## src/rtl/led_pattern_gen.sv

```systemverilog
// LED pattern engine: four display modes (binary count, bouncing scan, PWM breathe, blink)
// selected by a debounced mode button, with a debounced hold button that freezes the pattern.
module led_pattern_gen #(
  parameter int unsigned NUM_LEDS        = 8,
  parameter int unsigned CTR_WIDTH       = 32,
  parameter int unsigned STEP_SHIFT      = 18,
  parameter int unsigned PWM_WIDTH       = 8,
  parameter int unsigned DEBOUNCE_CYCLES = 250000
) (
  input  logic                i_clk,
  input  logic                i_rst_n,
  input  logic                i_btn_mode,
  input  logic                i_btn_hold,
  output logic [NUM_LEDS-1:0] o_led,
  output logic [1:0]          o_mode
);

  localparam int unsigned DbW  = $clog2(DEBOUNCE_CYCLES + 1);
  localparam int unsigned PosW = (NUM_LEDS > 1) ? $clog2(NUM_LEDS) : 1;

  // Button index 0 is mode, index 1 is hold.
  localparam int unsigned BtnMode = 0;
  localparam int unsigned BtnHold = 1;

  typedef enum logic [1:0] {
    ModeBinary  = 2'd0,
    ModeScan    = 2'd1,
    ModeBreathe = 2'd2,
    ModeBlink   = 2'd3
  } mode_e;

  logic [1:0]          sync1_q, sync2_q;
  logic [1:0]          deb_q, deb_d;
  logic [1:0][DbW-1:0] db_cnt_q, db_cnt_d;
  logic                mode_prev_q;

  logic [CTR_WIDTH-1:0] ctr_q, ctr_d;
  logic [PWM_WIDTH-1:0] pwm_q, pwm_d;

  mode_e                mode_q, mode_d;
  logic [PosW-1:0]      pos_q, pos_d;
  logic                 dir_up_q, dir_up_d;
  logic [PWM_WIDTH-1:0] duty_q, duty_d;
  logic                 blink_q, blink_d;
  logic [NUM_LEDS-1:0]  led_q, led_d;

  logic mode_pulse;
  logic hold;
  logic tick;
  logic unused_ctr;

  // Debounce: count consecutive cycles the synchronised level disagrees with the accepted one.
  always_comb begin
    deb_d    = deb_q;
    db_cnt_d = '0;
    for (int b = 0; b < 2; b++) begin
      if (sync2_q[b] != deb_q[b]) begin
        if (db_cnt_q[b] == DbW'(DEBOUNCE_CYCLES)) begin
          deb_d[b] = sync2_q[b];
        end else begin
          db_cnt_d[b] = db_cnt_q[b] + DbW'(1);
        end
      end
    end
  end

  assign mode_pulse = deb_q[BtnMode] & ~mode_prev_q;
  assign hold       = deb_q[BtnHold];
  assign tick       = (&ctr_q[STEP_SHIFT-1:0]) & ~hold;
  // Bits above the displayed window only extend the binary count's period.
  assign unused_ctr = ^ctr_q;

  // Free-running counters; the step counter stops while hold is accepted.
  always_comb begin
    ctr_d = hold ? ctr_q : ctr_q + CTR_WIDTH'(1);
    pwm_d = pwm_q + PWM_WIDTH'(1);
  end

  // Mode/pattern next state: a mode change reinitialises pattern state and swallows any tick.
  always_comb begin
    mode_d   = mode_q;
    pos_d    = pos_q;
    dir_up_d = dir_up_q;
    duty_d   = duty_q;
    blink_d  = blink_q;
    if (mode_pulse) begin
      unique case (mode_q)
        ModeBinary:  mode_d = ModeScan;
        ModeScan:    mode_d = ModeBreathe;
        ModeBreathe: mode_d = ModeBlink;
        ModeBlink:   mode_d = ModeBinary;
        default:     mode_d = ModeBinary;
      endcase
      pos_d    = '0;
      dir_up_d = 1'b1;
      duty_d   = '0;
      blink_d  = 1'b0;
    end else if (tick) begin
      unique case (mode_q)
        ModeScan: begin
          if (NUM_LEDS > 1) begin
            if (dir_up_q) begin
              if (pos_q == PosW'(NUM_LEDS - 1)) begin
                dir_up_d = 1'b0;
                pos_d    = pos_q - PosW'(1);
              end else begin
                pos_d = pos_q + PosW'(1);
              end
            end else begin
              if (pos_q == '0) begin
                dir_up_d = 1'b1;
                pos_d    = pos_q + PosW'(1);
              end else begin
                pos_d = pos_q - PosW'(1);
              end
            end
          end
        end
        ModeBreathe: begin
          if (dir_up_q) begin
            if (duty_q == '1) begin
              dir_up_d = 1'b0;
              duty_d   = duty_q - PWM_WIDTH'(1);
            end else begin
              duty_d = duty_q + PWM_WIDTH'(1);
            end
          end else begin
            if (duty_q == '0) begin
              dir_up_d = 1'b1;
              duty_d   = duty_q + PWM_WIDTH'(1);
            end else begin
              duty_d = duty_q - PWM_WIDTH'(1);
            end
          end
        end
        ModeBlink:  blink_d = ~blink_q;
        ModeBinary: ;
        default:    ;
      endcase
    end
  end

  // LED drive decoded from the current (pre-edge) mode and pattern state.
  always_comb begin
    led_d = '0;
    unique case (mode_q)
      ModeBinary:  led_d = ctr_q[STEP_SHIFT +: NUM_LEDS];
      ModeScan:    led_d = NUM_LEDS'(1) << pos_q;
      ModeBreathe: led_d = {NUM_LEDS{pwm_q < duty_q}};
      ModeBlink:   led_d = {NUM_LEDS{blink_q}};
      default:     led_d = '0;
    endcase
  end

  // State registers with synchronous active-low reset.
  always_ff @(posedge i_clk) begin
    if (!i_rst_n) begin
      sync1_q     <= '0;
      sync2_q     <= '0;
      deb_q       <= '0;
      db_cnt_q    <= '0;
      mode_prev_q <= 1'b0;
      ctr_q       <= '0;
      pwm_q       <= '0;
      mode_q      <= ModeBinary;
      pos_q       <= '0;
      dir_up_q    <= 1'b1;
      duty_q      <= '0;
      blink_q     <= 1'b0;
      led_q       <= '0;
    end else begin
      sync1_q     <= {i_btn_hold, i_btn_mode};
      sync2_q     <= sync1_q;
      deb_q       <= deb_d;
      db_cnt_q    <= db_cnt_d;
      mode_prev_q <= deb_q[BtnMode];
      ctr_q       <= ctr_d;
      pwm_q       <= pwm_d;
      mode_q      <= mode_d;
      pos_q       <= pos_d;
      dir_up_q    <= dir_up_d;
      duty_q      <= duty_d;
      blink_q     <= blink_d;
      led_q       <= led_d;
    end
  end

  assign o_led  = led_q;
  assign o_mode = mode_q;

endmodule

```

## config.mk

```make
export PLATFORM = sky130hd
export DESIGN_NAME = led_pattern_gen
export DESIGN_NICKNAME = d
export VERILOG_FILES = /design/src/rtl/led_pattern_gen.sv
export SDC_FILE = /design/constraint.sdc
export NUM_CORES = 1
export LEC_CHECK = 0
export BUFFER_PORTS_ARGS = -buffer_cell sky130_fd_sc_hd__buf_2
export CORE_UTILIZATION = 67
export CTS_BUF_LIST = sky130_fd_sc_hd__clkbuf_8
export DETAILED_ROUTE_END_ITERATION = 10
export PLACE_DENSITY = 0.85
export SYNTH_ARGS = -nofsm -noshare
export SYNTH_HDL_FRONTEND = slang
export SYNTH_SLANG_ARGS = --single-unit
```

## constraint.sdc

```tcl
create_clock -name i_clk -period 3.9 [get_ports i_clk]
set_input_delay 0.585 -clock i_clk [delete_from_list [all_inputs] [get_ports i_clk]]
set_output_delay 0.585 -clock i_clk [all_outputs]
set_load 0.01 [all_outputs]
```

; Yosys cells after proc, flatten, opt, wreduce, memory -nomap -nowiden
; Index checks and enable logic that the tools add are counted.
; Widths: inputs -> output; s select.
[word_totals]
reg_bits = 106
in_bits = 4
out_inout_bits = 10
elab_cells = 71
[op_classes]
add_sub_neg = 8
magnitude_cmp = 1
eq_ne = 9
n_shift = 1
n_mux = 15
n_bitwise = 8
n_reduce_logical = 14
[op_table]
columns = op, n
row1 = $add 18x1->18 const B, 2
row2 = $eq 18x18->1 const B, 2
row3 = $add 32x1->32 const B, 1
row4 = $pmux 8 s4, 1
row5 = $mux 8, 3
row6 = $reduce_and 18->1, 1
row7 = $add 8x1->8 const B, 2
row8 = $reduce_and 2->1, 6
row9 = $mux 3, 3
row10 = $eq 8x8->1 const B, 1
row11 = $logic_not 8->1, 1
row12 = $lt 8x8->1, 1
row13 = $pmux 2 s4, 1
row14 = $shl 1x3->8 const A, 1
row15 = $sub 8x1->8 const B, 1
row16 = $mux 1, 6
row17 = $not 1->1, 6
row18 = $reduce_or 3->1, 2
row19 = $eq 2x2->1 const B, 2
row20 = $add 3x1->3 const B, 1
row21 = $eq 3x3->1 const B, 1
row22 = $logic_not 3->1, 1
row23 = $sub 3x1->3 const B, 1
row24 = $and 1x1->1, 2
row25 = other kinds (6), 7

; Depth between registers and ports, before layout
[logic_depth]
depth_word = 4
mapped_depth = 8
depth_no_buf = 7

; Worst setup path before layout
; Ideal clock, no wire load.
[synth_path]
kind = flip-flop to flip-flop
startpoint = reg db_cnt_q[24] (netlist bit)
endpoint = reg db_cnt_q[20] (netlist bit)
setup_time_ps = 115
t_arrival_ps = 1820
required_ps = 3785
setup_slack_ps = 1965
stages_incl_launch_ff = 7
path_buffers = 1
synth_period_minus_slack_ps = 1935
path_cell_list = dfxtp_1 -> or4b_1 -> or4_1 -> nor4_2 -> nand3b_4 -> buf_8 -> nor2_1
[synth_between]
elab_chain_cells = 2
[synth_rtl]
columns = item, line
row1 = "start, declared", 34  ; logic [1:0][DbW-1:0] db_cnt_q, db_cnt_d;
row2 = "start signal, assigned", 175  ; db_cnt_q <= db_cnt_d;
row3 = $eq 18x18->1, 58  ; if (db_cnt_q[b] == DbW'(DEBOUNCE_CYCLES)) begin
row4 = $reduce_or 3->1 (no source line), n/a
; Every way passes these cells.
; A chain may end at the register's enable or synchronous reset.

; Worst setup path in the final report
[layout_path]
startpoint = reg ctr_q[6]
endpoint = reg ctr_q[25]
[layout_between]
elab_chain_cells = 1
[layout_rtl]
columns = item, line
row1 = "start, declared", 37  ; logic [CTR_WIDTH-1:0] ctr_q, ctr_d;
row2 = "start signal, assigned", 177  ; ctr_q <= ctr_d;
row3 = $add 32x1->32, 75  ; ctr_d = hold ? ctr_q : ctr_q + CTR_WIDTH'(1);
; Every way passes these cells.

==> flow_summary.ini <==
[synthesis]
yosys_warnings = 0
ys.flop_type = dfxtp_1
synthXorXnorAreaFrac_pct = 11.4
synth_compound_area_share_pct = 8.37
synth_top_area_share_pct = 39.4
ys_seq_area_share_pct = 39.4
synth_top_family_by_area = simple AND/OR/NAND/NOR gates
yosys.area_share.simple_pct = 28.6
synth.area.mux_share_pct = 1.38
async_flop_share_pct = 0
synth_cell_types = 52
syn_area_per_cell_um2 = 8.69
syn_nets = 616
syn_area_um2 = 5080
synth-adder-area-share_pct = 6.65
synth-seq-cells = 100
synthCells = 585
synthTopCellsByArea = dfxtp_1 39%, xnor2_1 6.9%, ha_1 6.6%
synth_top_cell_by_area = dfxtp_1
synth_edf_count = 0

[layout]
area_delta_synth_final_pct = 5.76
diodes = 0
fillers = 552
final_cells = 697
drive_above_1_share_pct = 6.35
multi_input_area_um2 = 2870
seq_area_um2 = 2000
layout.nets = 624
final_cell_mix = 100 x dfxtp_1, 62 x nor2_1, 44 x nand3_1
layout_commonest_cell = dfxtp_1

[sta]
tightest_slew_ns = 0.695
setup_ws_ns = 1.75
hold_viol = 0
rsz0062_at_grt = no
setup_viol = 0
relSlewSlack_pct = 53.5
min_period_ns = 2.15
fin_setup_tns_ns = 0
skew_ns = 0.0102
max_freq_mhz = 465
period_share_pct = 55.2
slew_violations = 0

[worst_setup_path]
r2r_cells = 5
cp_slowest_cell = or3_1
start_kind = flop
cp_max_fo = 8
end_kind = flop
required_ns = 4.20
crit_arrival_ns = 2.45
crit_chain = nand4_1 > or3_1 > nor3_1 > and3_1 > mux2i_1
slowest_delay_ns = 0.58
setup.worst_path.class = reg -> reg

[global_routing]
met2_usage_pct = 45.1
grt_util_met1_pct = 32.4
grt_pass1_wl_um = 16400
grt_overflow = 0
use_met3_pct = 8.31
first_global_vias = 3733
grt.total_usage_pct = 26.4
antenna_found_initial = 0
grt_max_degree = 31
grt-busiest-layer = met2

[place]
gp_congestion = 0.942
dp_hpwl_um = 6720
port_buffers = 13
pre_cts_slack_ns = 1.79
place_inst = 681

[clock_network]
clk_latency_ns = 0.37
cts_resized = 0
tritoncts = built
ctsHoldBuffers = 0
postCtsSetupRepairBufs = 0
root_buffer = clkbuf_8
clk_path_buf_depth = 2
path_clk_slew_ns = 0.10
cts_buffers = 9
htreeDepth = 3
cts_sinks = 100

[die]
pin_count = 14
die-height_um = 89.1
dieArea_um2 = 7940
initial_core_util_pct = 69.7
core-area_um2 = 7290
die_w_um = 89.1
num_rows = 31

[routing]
drtIter0Drc = 134
wirelength_um = 9470
routedWlPerCell_um = 13.6
drc_errors = 0
routed_via_density = 5.65
drt_pass1_iterations = 4
antenna_left = 0
routed-via-count = 3941

[power]
power_density_nw_per_um2 = 318
p_leak_nw = 1.99
total_power_mw = 1.71
ir_drop_v = 0.000268

[min_path]
hold_depth = 2
min_path_type = in -> reg

[flow_run]
cap_violations = 0

[run_status]
status = finished clean
[flip-flops by register name, indices dropped and copies added (netlist names)]
name and count:
blink_q 1, duty_q 8, db_cnt_q 36, sync1_q 2, pos_q 3, mode_prev_q 1
dir_up_q 1, ctr_q 26, pwm_q 8, deb_q 2, sync2_q 2, o_mode 2
o_led 8
[cell usage after synthesis (2+ instances only)]
library cell / number
nand3b_1: 3
o2bb2ai_1: 2
or4b_2: 2
o21a_1: 3
ha_1: 27
nor2_1: 62
nand4_1: 17
inv_1: 32
a211oi_1: 3
xnor2_1: 40
or4_1: 2
o32ai_1: 2
and2_1: 40
and3_1: 11
mux2i_1: 7
nor3_1: 9
nand3_1: 44
or3_1: 4
a21boi_0: 10
o21ai_0: 25
a21o_1: 3
a211o_1: 2
nand2b_1: 6
a21oi_1: 9
nand4b_1: 2
nor2b_1: 11
dfxtp_1: 100
buf_2: 2
clkbuf_1: 11
or2_2: 2
nand2_1: 36
nor4_1: 5
xor2_1: 26
and4_1: 7
[routing by layer]
layer,wire length (um),vias to the layer above
li1,-,2001
met5,0,-
met4,78,0
met3,471,8
met1,4390,1851
met2,4530,81
[per-stage QoR]
step	utilization, %	area (um^2)	hold WS [ns]
CTS	73.7	5380	0.396
finish	73.7	5380	0.414
global placement	71.1	5180	0.416
global route	73.7	5380	0.399
floorplan	-	5080	0.412
detailed placement	71.1	5180	0.426
[path summary, 6_finish.rpt]
kind	startpoint	end	slack, ns
hold / removal	i_btn_hold	sync1_q[1]	0.41
setup reg to reg	ctr_q[6]	ctr_q[25]	1.75
hold reg to reg	sync1_q[1]	sync2_q[1]	0.45
setup / recovery	ctr_q[6]	ctr_q[25]	1.75
[critical path: cells and delay by family (launching register included)]
kind	cells	cell delay, ns
and+or+nand+nor	4	1.50
DFF	1	0.41
muxes	1	0.18
[cell type report]
| type | count | share of cell area [%] |
|---|---|---|
| multi-input cells | 436 | 53.3 |
| flip-flops and latches | 100 | 37.2 |
| clock buffers | 10 | 2.56 |
| well taps | 99 | 2.30 |
| inverters | 32 | 2.23 |
| repair buffers | 14 | 1.35 |
| clock inverters | 6 | 1.00 |
[report_power, final]
part | total, mW | leakage [nW] | internal [mW] | switching, mW
clock network | 0.633 | 0.0954 | 0.261 | 0.373
registers | 1.04 | 0.807 | 1.03 | 0.00751
logic | 0.0428 | 1.09 | 0.0169 | 0.0259
[logic make-up (layout without fill, tap and decap cells)]
group,count (synthesis),count (layout)
AOI/OAI and AO/OA,66,66
xor gates and xnor gates,66,66
adders and majority gates,27,27
buffers and inverters,49,62
DFF,100,100
muxes,7,7
and+or+nand+nor,270,270
No activity file was read; power rests on OpenSTA's default activity.
